<file path="config.mk">
export PLATFORM = sky130hd
export DESIGN_NAME = mem_arbiter
export DESIGN_NICKNAME = d
export VERILOG_FILES = /design/src/rtl/mem_arb_pkg.sv /design/src/rtl/mem_arb_lat_timer.sv /design/src/rtl/mem_arbiter.sv
export SDC_FILE = /design/constraint.sdc
export NUM_CORES = 1
export LEC_CHECK = 0
export ABC_AREA = 1
export CORE_ASPECT_RATIO = 1.1
export CORE_MARGIN = 2
export CORE_UTILIZATION = 25
export DETAILED_ROUTE_END_ITERATION = 10
export SLEW_MARGIN = 20
export SYNTH_ARGS = -nofsm -noshare
export SYNTH_HDL_FRONTEND = slang
export SYNTH_SLANG_ARGS = --single-unit
</file>
<file path="constraint.sdc">
create_clock -name clk -period 2.2 [get_ports clk]
set_clock_uncertainty 0.05 [all_clocks]
set_input_delay 0.22 -clock clk [delete_from_list [all_inputs] [get_ports clk]]
set_output_delay 0.22 -clock clk [all_outputs]
set_load 0.02 [all_outputs]
</file>
<file path="src/rtl/mem_arb_pkg.sv">
// mem_arb_pkg: shared types and sizing helpers for the memory arbiter.
package mem_arb_pkg;
  typedef enum logic {IDLE, BUSY} arb_state_t;
  typedef enum logic {OWN_IF, OWN_D} arb_owner_t;
  localparam int BYTE_W = 8;
  function automatic int be_width(input int data_w);
    return data_w / BYTE_W;
  endfunction
endpackage

</file>
<file path="src/rtl/mem_arb_lat_timer.sv">
// mem_arb_lat_timer: counts 1..MEM_LAT after load, done at MEM_LAT; load on done restarts (ports: clk, rst_n, load, done).
module mem_arb_lat_timer #(
  parameter int MEM_LAT = 2
) (
  input  logic clk,
  input  logic rst_n,
  input  logic load,
  output logic done
);
  localparam int CW = $clog2(MEM_LAT + 1);
  logic [CW-1:0] cnt;
  assign done = cnt == CW'(MEM_LAT);
  always_ff @(posedge clk or negedge rst_n)
    if (!rst_n) cnt <= '0;
    else if (load) cnt <= CW'(1);
    else if (done) cnt <= '0;
    else if (cnt != '0) cnt <= cnt + 1'b1;
endmodule

</file>
<file path="src/rtl/mem_arbiter.sv">
// mem_arbiter: single-port memory arbiter for IF/D requesters (ports: if_*, d_*, mem_*, stall_f/m, perf_*; MEM_ARB_PERF_EN enables wait counters).
module mem_arbiter
  import mem_arb_pkg::*;
#(
  parameter int ADDR_W     = 32,
  parameter int DATA_W     = 32,
  parameter int MEM_LAT    = 2,
  parameter int STARVE_MAX = 4
) (
  input  logic                          clk,
  input  logic                          rst_n,
  input  logic                          if_req,
  input  logic [ADDR_W-1:0]             if_addr,
  output logic                          if_gnt,
  output logic                          if_rvalid,
  output logic [DATA_W-1:0]             if_rdata,
  input  logic                          d_req,
  input  logic                          d_we,
  input  logic [ADDR_W-1:0]             d_addr,
  input  logic [DATA_W-1:0]             d_wdata,
  input  logic [be_width(DATA_W)-1:0]   d_be,
  output logic                          d_gnt,
  output logic                          d_rvalid,
  output logic [DATA_W-1:0]             d_rdata,
  output logic                          mem_en,
  output logic                          mem_we,
  output logic [ADDR_W-1:0]             mem_addr,
  output logic [DATA_W-1:0]             mem_wdata,
  output logic [be_width(DATA_W)-1:0]   mem_be,
  input  logic [DATA_W-1:0]             mem_rdata,
  output logic                          stall_f,
  output logic                          stall_m,
  output logic [31:0]                   perf_if_wait,
  output logic [31:0]                   perf_d_wait
);
  localparam int BE_W = be_width(DATA_W);
  localparam int SW = $clog2(STARVE_MAX + 1);
  arb_state_t state, state_d;
  arb_owner_t owner_q;
  logic we_q, done, gnt, if_wins, starve_hit;
  logic [SW-1:0] starve;
  logic [ADDR_W-1:0] addr_q;
  logic [DATA_W-1:0] wdata_q;
  logic [BE_W-1:0] be_q;
  mem_arb_lat_timer #(.MEM_LAT(MEM_LAT)) u_timer (
    .clk  (clk),
    .rst_n(rst_n),
    .load (gnt),
    .done (done)
  );
  assign starve_hit = starve == SW'(STARVE_MAX);
  // Grant logic is gated by rst_n so every output reads 0 while reset is held.
  always_comb begin
    if_wins   = if_req && (!d_req || starve_hit);
    gnt       = rst_n && (state == IDLE || done) && (if_req || d_req);
    if_gnt    = gnt && if_wins;
    d_gnt     = gnt && !if_wins;
    state_d   = gnt ? BUSY : (done ? IDLE : state);
    mem_en    = gnt;
    mem_we    = d_gnt && d_we;
    mem_addr  = if_gnt ? if_addr : (d_gnt ? d_addr : addr_q);
    mem_wdata = if_gnt ? '0 : (d_gnt ? d_wdata : wdata_q);
    mem_be    = if_gnt ? '1 : (d_gnt ? d_be : be_q);
    if_rvalid = done && owner_q == OWN_IF;
    d_rvalid  = done && owner_q == OWN_D;
    if_rdata  = if_rvalid ? mem_rdata : '0;
    d_rdata   = (d_rvalid && !we_q) ? mem_rdata : '0;
    stall_f   = rst_n && if_req && !if_gnt;
    stall_m   = rst_n && d_req && !d_gnt;
  end
  always_ff @(posedge clk or negedge rst_n)
    if (!rst_n) begin
      state   <= IDLE;
      owner_q <= OWN_IF;
      we_q    <= 1'b0;
      addr_q  <= '0;
      wdata_q <= '0;
      be_q    <= '0;
    end else begin
      state <= state_d;
      if (gnt) begin
        owner_q <= if_gnt ? OWN_IF : OWN_D;
        we_q    <= mem_we;
        addr_q  <= mem_addr;
        wdata_q <= mem_wdata;
        be_q    <= mem_be;
      end
    end
  // Counts arbitrations IF loses; saturates so IF keeps priority until granted.
  always_ff @(posedge clk or negedge rst_n)
    if (!rst_n) starve <= '0;
    else if (!if_req || if_gnt) starve <= '0;
    else if (d_gnt && !starve_hit) starve <= starve + 1'b1;
`ifdef MEM_ARB_PERF_EN
  always_ff @(posedge clk or negedge rst_n)
    if (!rst_n) begin
      perf_if_wait <= '0;
      perf_d_wait  <= '0;
    end else begin
      if (stall_f && !(&perf_if_wait)) perf_if_wait <= perf_if_wait + 1'b1;
      if (stall_m && !(&perf_d_wait)) perf_d_wait <= perf_d_wait + 1'b1;
    end
`else
  assign perf_if_wait = '0;
  assign perf_d_wait  = '0;
`endif
endmodule

</file>
## After elaboration in Yosys (flattened, before gate mapping)

Index checks and enable logic that the tools add are counted.

| operators by class | value |
|---|---|
| reductions and logical operators | 29 |
| bitwise gates (word level) | 2 |
| mux-type cells | 16 |
| equality and inequality tests | 2 |
| $add $sub $neg | 2 |

Operator list:

| cell | count |
|---|---|
| 2-to-1 mux 32 bit | 6 |
| logical AND 1 bit | 14 |
| 2-to-1 mux 4 bit | 2 |
| zero test 1 bit | 7 |
| 2-to-1 mux 2 bit | 3 |
| 2-to-1 mux 3 bit | 2 |
| nonzero test 2 bit | 3 |
| logical OR 1 bit | 4 |
| adder 3 x 1 -> 3 bit, second input constant | 1 |
| == test 3 bit, second input constant | 1 |
| 2-to-1 mux 1 bit | 3 |
| nonzero test 3 bit | 1 |
| adder 2 x 1 -> 2 bit, second input constant | 1 |
| == test 2 bit, second input constant | 1 |
| NOT 1 bit | 2 |

| word-level totals | value |
|---|---|
| register bits after elaboration | 76 |
| bits of input ports | 137 |
| output and inout bits | 204 |
| logic and storage cells | 59 |

## Longest topological paths before layout

| depth | value |
|---|---|
| depth in word-level cells | 8 |
| mapped depth | 11 |

## By module

A second synthesis with hierarchy kept.

| unflattened totals | value |
|---|---|
| cell total of the unflattened synthesis | 610 |
| area total of the unflattened synthesis | 4449.3 um2 |

Modules (own cells, without submodules):

| module | cells each | sequential area each (um2) | area each (um2) | instances |
|---|---|---|---|---|
| mem_arbiter | 603 | 1851.8 | 4377.9 | 1 |
| mem_arb_lat_timer | 7 | 50.0 | 71.3 | 1 |

## Least setup slack after synthesis

OpenSTA, ideal clock, no wires.

| timing | value |
|---|---|
| kind | reg2out |
| from | register starve[0] |
| to | output stall_m |
| path slack | 0.360 ns |
| arrival time | 1.570 ns |
| cell stages (with the launch flop) | 11 |
| path buffers | 2 |
| required time | 1.930 ns |
| cells stage by stage | dfrtp_1 -> inv_1 -> ha_1 -> nand2_1 -> nand2_1 -> nand2_2 -> nand3_2 -> inv_2 -> buf_4 -> buf_4 -> nor2_1 |

| between the ends | value |
|---|---|
| word-level cells in the longest chain between the ends | 7 |

RTL lines:

| element | RTL line | source |
|---|---|---|
| from (decl) | mem_arbiter.sv:41 | `logic [SW-1:0] starve;` |
| from (signal assigned) | mem_arbiter.sv:93 | `else if (d_gnt && !starve_hit) starve <= starve + 1'b1;` |
| == test 3 bit | mem_arbiter.sv:51 | `assign starve_hit = starve == SW'(STARVE_MAX);` |
| logical OR 1 bit | mem_arbiter.sv:54 | `if_wins = if_req && (!d_req \|\| starve_hit);` |
| logical AND 1 bit | mem_arbiter.sv:54 |  |
| zero test 1 bit | mem_arbiter.sv:57 | `d_gnt = gnt && !if_wins;` |
| logical AND 1 bit | mem_arbiter.sv:57 |  |
| via d_gnt | mem_arbiter.sv:22 | `output logic d_gnt,` |
| zero test 1 bit | mem_arbiter.sv:69 | `stall_m = rst_n && d_req && !d_gnt;` |
| logical AND 1 bit | mem_arbiter.sv:69 |  |
| to (decl) | mem_arbiter.sv:32 | `output logic stall_m,` |

The timed path passes the listed nets, and every way through them passes these cells.

## Final worst setup path

| timing | value |
|---|---|
| from | register starve[0] |
| to | output mem_be[2] |

| between the ends | value |
|---|---|
| word-level cells in the longest chain between the ends | 7 |
| elaborated cells between the ends (all ways) | 8 |
| classes of those cells | eq/ne: 1; mux: 2; reduce/logical: 5 |

RTL lines:

| element | RTL line | source |
|---|---|---|
| == test 3 bit * | mem_arbiter.sv:51 |  |
| logical OR 1 bit * | mem_arbiter.sv:54 |  |
| logical AND 1 bit * | mem_arbiter.sv:54 |  |
| zero test 1 bit | mem_arbiter.sv:57 |  |
| logical AND 1 bit | mem_arbiter.sv:57 |  |
| 2-to-1 mux 4 bit | mem_arbiter.sv:63 | `mem_be = if_gnt ? '1 : (d_gnt ? d_be : be_q);` |
| 2-to-1 mux 4 bit * | mem_arbiter.sv:63 |  |
| to (decl) | mem_arbiter.sv:29 | `output logic [be_width(DATA_W)-1:0] mem_be,` |

Mark *: on every way between the ends. The rest lies on a longest branch, timed or not.

==> results.yml <==
outcome:
  status: "finished, violations left"
  violations: "setup timing"
clock_network:
  path_clk_slew_ps: 60
  numCtsBuffers: 9
  cts_buffer_depth: 2
  cts_tree: "built"
  insertion_delay_ps: 340
  clkSinkCount: 76
  htreeDepth: 3
  cts_root_buf: "clkbuf_16"
critical_path:
  critical_path_required_ps: 1930
  crit_arrival_ps: 1950
  worst_setup_path_end_kind: "output pin"
  crit_path_start_kind: "flip-flop"
  crit_type: "flip-flop to output pin"
  critPathMaxFanout: 5
pwr:
  irDropWorstVdd_uv: 569.8
  p_total_mw: 8.956
  p_leak_nw: 4.685
  power_density_nw_per_um2: 1106
route:
  ant_nets: 0
  dr.pass1.iters: 4
  via_count: 4897
  routed_wl_um: 15780
  routed_via_density: 4.084
  wl_per_cell_um: 13.16
  drcViolationCount: 0
  drt-initial-drc-count: 121
finish:
  fin_cells: 1199
  seqCellArea_um2: 1902
  nNetsFinal: 1099
  area_delta_synth_final_pct: 85.87
  n_antenna_cell: 0
  layout-drive-gt1-share: 0.3181
  multi_input_area_um2: 2191
  fill_cells: 1731
timing:
  fmax_mhz: 449.7
  layout_worst_path_cycle_share: 1.011
  rsz0062_at_grt: "yes"
  tightest_slew_ps: 782.4
  period_needed_ps: 2224
  setup_ws_ps: -23.76
  finalHoldViolCount: 0
  finalSetupViolations: 7
  slew_headroom: 0.4784
  maxSlewViolCount: 0
place:
  place_inst: 1167
  dpl.hpwl_um: 12020
  dp_slack_ps: -302.2
  portBuffers: 276
  gp_congestion: 0.7649
floorplanning:
  dieArea_um2: 18500
  dieWidth_um: 129.9
  core_um2: 17080
  die_y_um: 142.5
  fp-row-count: 50
  start_util: 0.2552
  pin_count: 341
grt:
  grt-ovfl-total: 0
  grt_pass1_wl_um: 23250
  grt_max_degree: 60
  antenna_found_initial: 0
  grt.total_usage: 0.1624
  grt_pass1_vias: 4642
yosys:
  ys_ff_latch: 76
  synthFlopType: "dfrtp_1"
  synth_common_cells: "nand2_1, dfrtp_1, buf_4"
  yosys_warnings: 0
  synth-seq-area-share: 0.4364
  yosysUniqueCellTypes: 22
  yosysTopAreaCell: "dfrtp_1"
  synthCells: 607
  synth_edf_count: 0
  yosysMostFrequentCell: "nand2_1"
  synth_area_um2: 4358
  avgSynthCellArea_um2: 7.179
  synthArstFlopShare: 1.000
  synth_top_area_frac: 0.4364
  synth_area_leaders: "dfrtp_1, nand2_1, buf_4"
run:
  maxCapViolations: 0
min_path:
  hp-class: "primary input to async pin"
==> flip-flops by register name, summed over array words and instances, names as in the netlist <==
register / flops
u_timer.cnt: 2
be_q: 4
wdata_q: 32
starve: 3
state: 1
addr_q: 32
owner_q: 1
we_q: 1
==> placed cells by master, fill, tap and decap left out, types with 6 or more instances in the layout <==
cell,count
buf_12,12
buf_2,32
buf_4,84
buf_6,29
clkbuf_16,11
clkbuf_2,62
clkdlybuf4s50_1,135
conb_1,64
dfrtp_1,76
inv_1,40
nand2_1,209
nand2_2,18
nand2_4,13
nand3_1,42
nand3_2,27
nor2_1,71
o22a_1,6
==> layer usage <==
layer  track usage  share of wire  up-vias
li1              -              -     2441
met3       0.05489          0.097       21
met5             0              0        -
met2        0.2924           0.51      231
met1        0.1729           0.37     2204
met4       0.06508          0.022        0
==> where the power goes <==
group,total [mW],switching (mW),internal [mW]
clock network,1.64,0.636,1.00
logic,5.15,2.91,2.24
registers,2.17,0.173,2.00
==> worst max-delay path, stage by stage, from the launching register on <==
cell and delay, ps:
dfrtp_1 390, inv_2 80, ha_4 130, nand2_4 60, nand2_4 70, nand2_4 60
buf_12 130, nor2_8 180, buf_4 150, buf_8 130, a21oi_2 40, nand2_1 80
buf_6 120
==> final timing paths <==
check	depth (start not counted)	from	to	slack, ps
hold / removal	2	rst_n	wdata_q[15]$_DFFE_PN0P_	50
min in group clk	3	d_wdata[4]	wdata_q[4]$_DFFE_PN0P_	380
setup / recovery	12	starve[0]$_DFFE_PN0P_	mem_be[2]	-20
max in group asynchronous	3	rst_n	starve[0]$_DFFE_PN0P_	1520
hold reg to reg	1	u_timer.cnt[1]$_DFFE_PN0P_	u_timer.cnt[1]$_DFFE_PN0P_	400
setup reg to reg	13	starve[0]$_DFFE_PN0P_	addr_q[3]$_DFFE_PN0P_	370
==> kinds of logic (layout without fill, tap and decap cells) <==
| logic type | after synthesis | after routing | share of synthesized area |
|---|---|---|---|
| DFF | 76 | 76 | 0.4364 |
| other | 1 | 64 | 0.0008605 |
| xor gates and xnor gates | 1 | 1 | 0.002010 |
| and+or+nand+nor | 383 | 383 | 0.3566 |
| adders and majority gates | 2 | 2 | 0.005741 |
| AOI/OAI and AO/OA | 11 | 11 | 0.01809 |
| buffers and inverters | 133 | 428 | 0.1803 |
==> cell type report <==
class,instances,share of cell area
clock buffers,9,0.02780
clock inverters,7,0.01220
inverters,44,0.02101
multi-input cells,461,0.2705
flip-flops and latches,76,0.2348
well taps,234,0.03614
repair buffers,368,0.3976
==> metrics by stage <==
step | instance area (µm²) | util | hold WS (ps) | TNS (ps)
global placement | 7682 | 0.4498 | 187.1 | -17690
detailed placement | 7682 | 0.4498 | 188.4 | -17780
finish | 8100 | 0.4743 | 48.29 | -73.51
floorplan | 4594 | - | -125.6 | 0
global route | 8100 | 0.4743 | 110.6 | -2294
CTS | 7949 | 0.4654 | 65.34 | -335.4
==> repair_timing <==
action / in CTS / in global routing
endpoints found under the setup margin: 138 / 137
hold endpoints to repair: 17 / 0
buffers inserted: 6 / 6
pin swaps: 10 / 9
cloned: 2 / 2
hold buffers: 1 / 0
gates resized for setup: 400 / 237
Power figures use the tool's default switching activity.
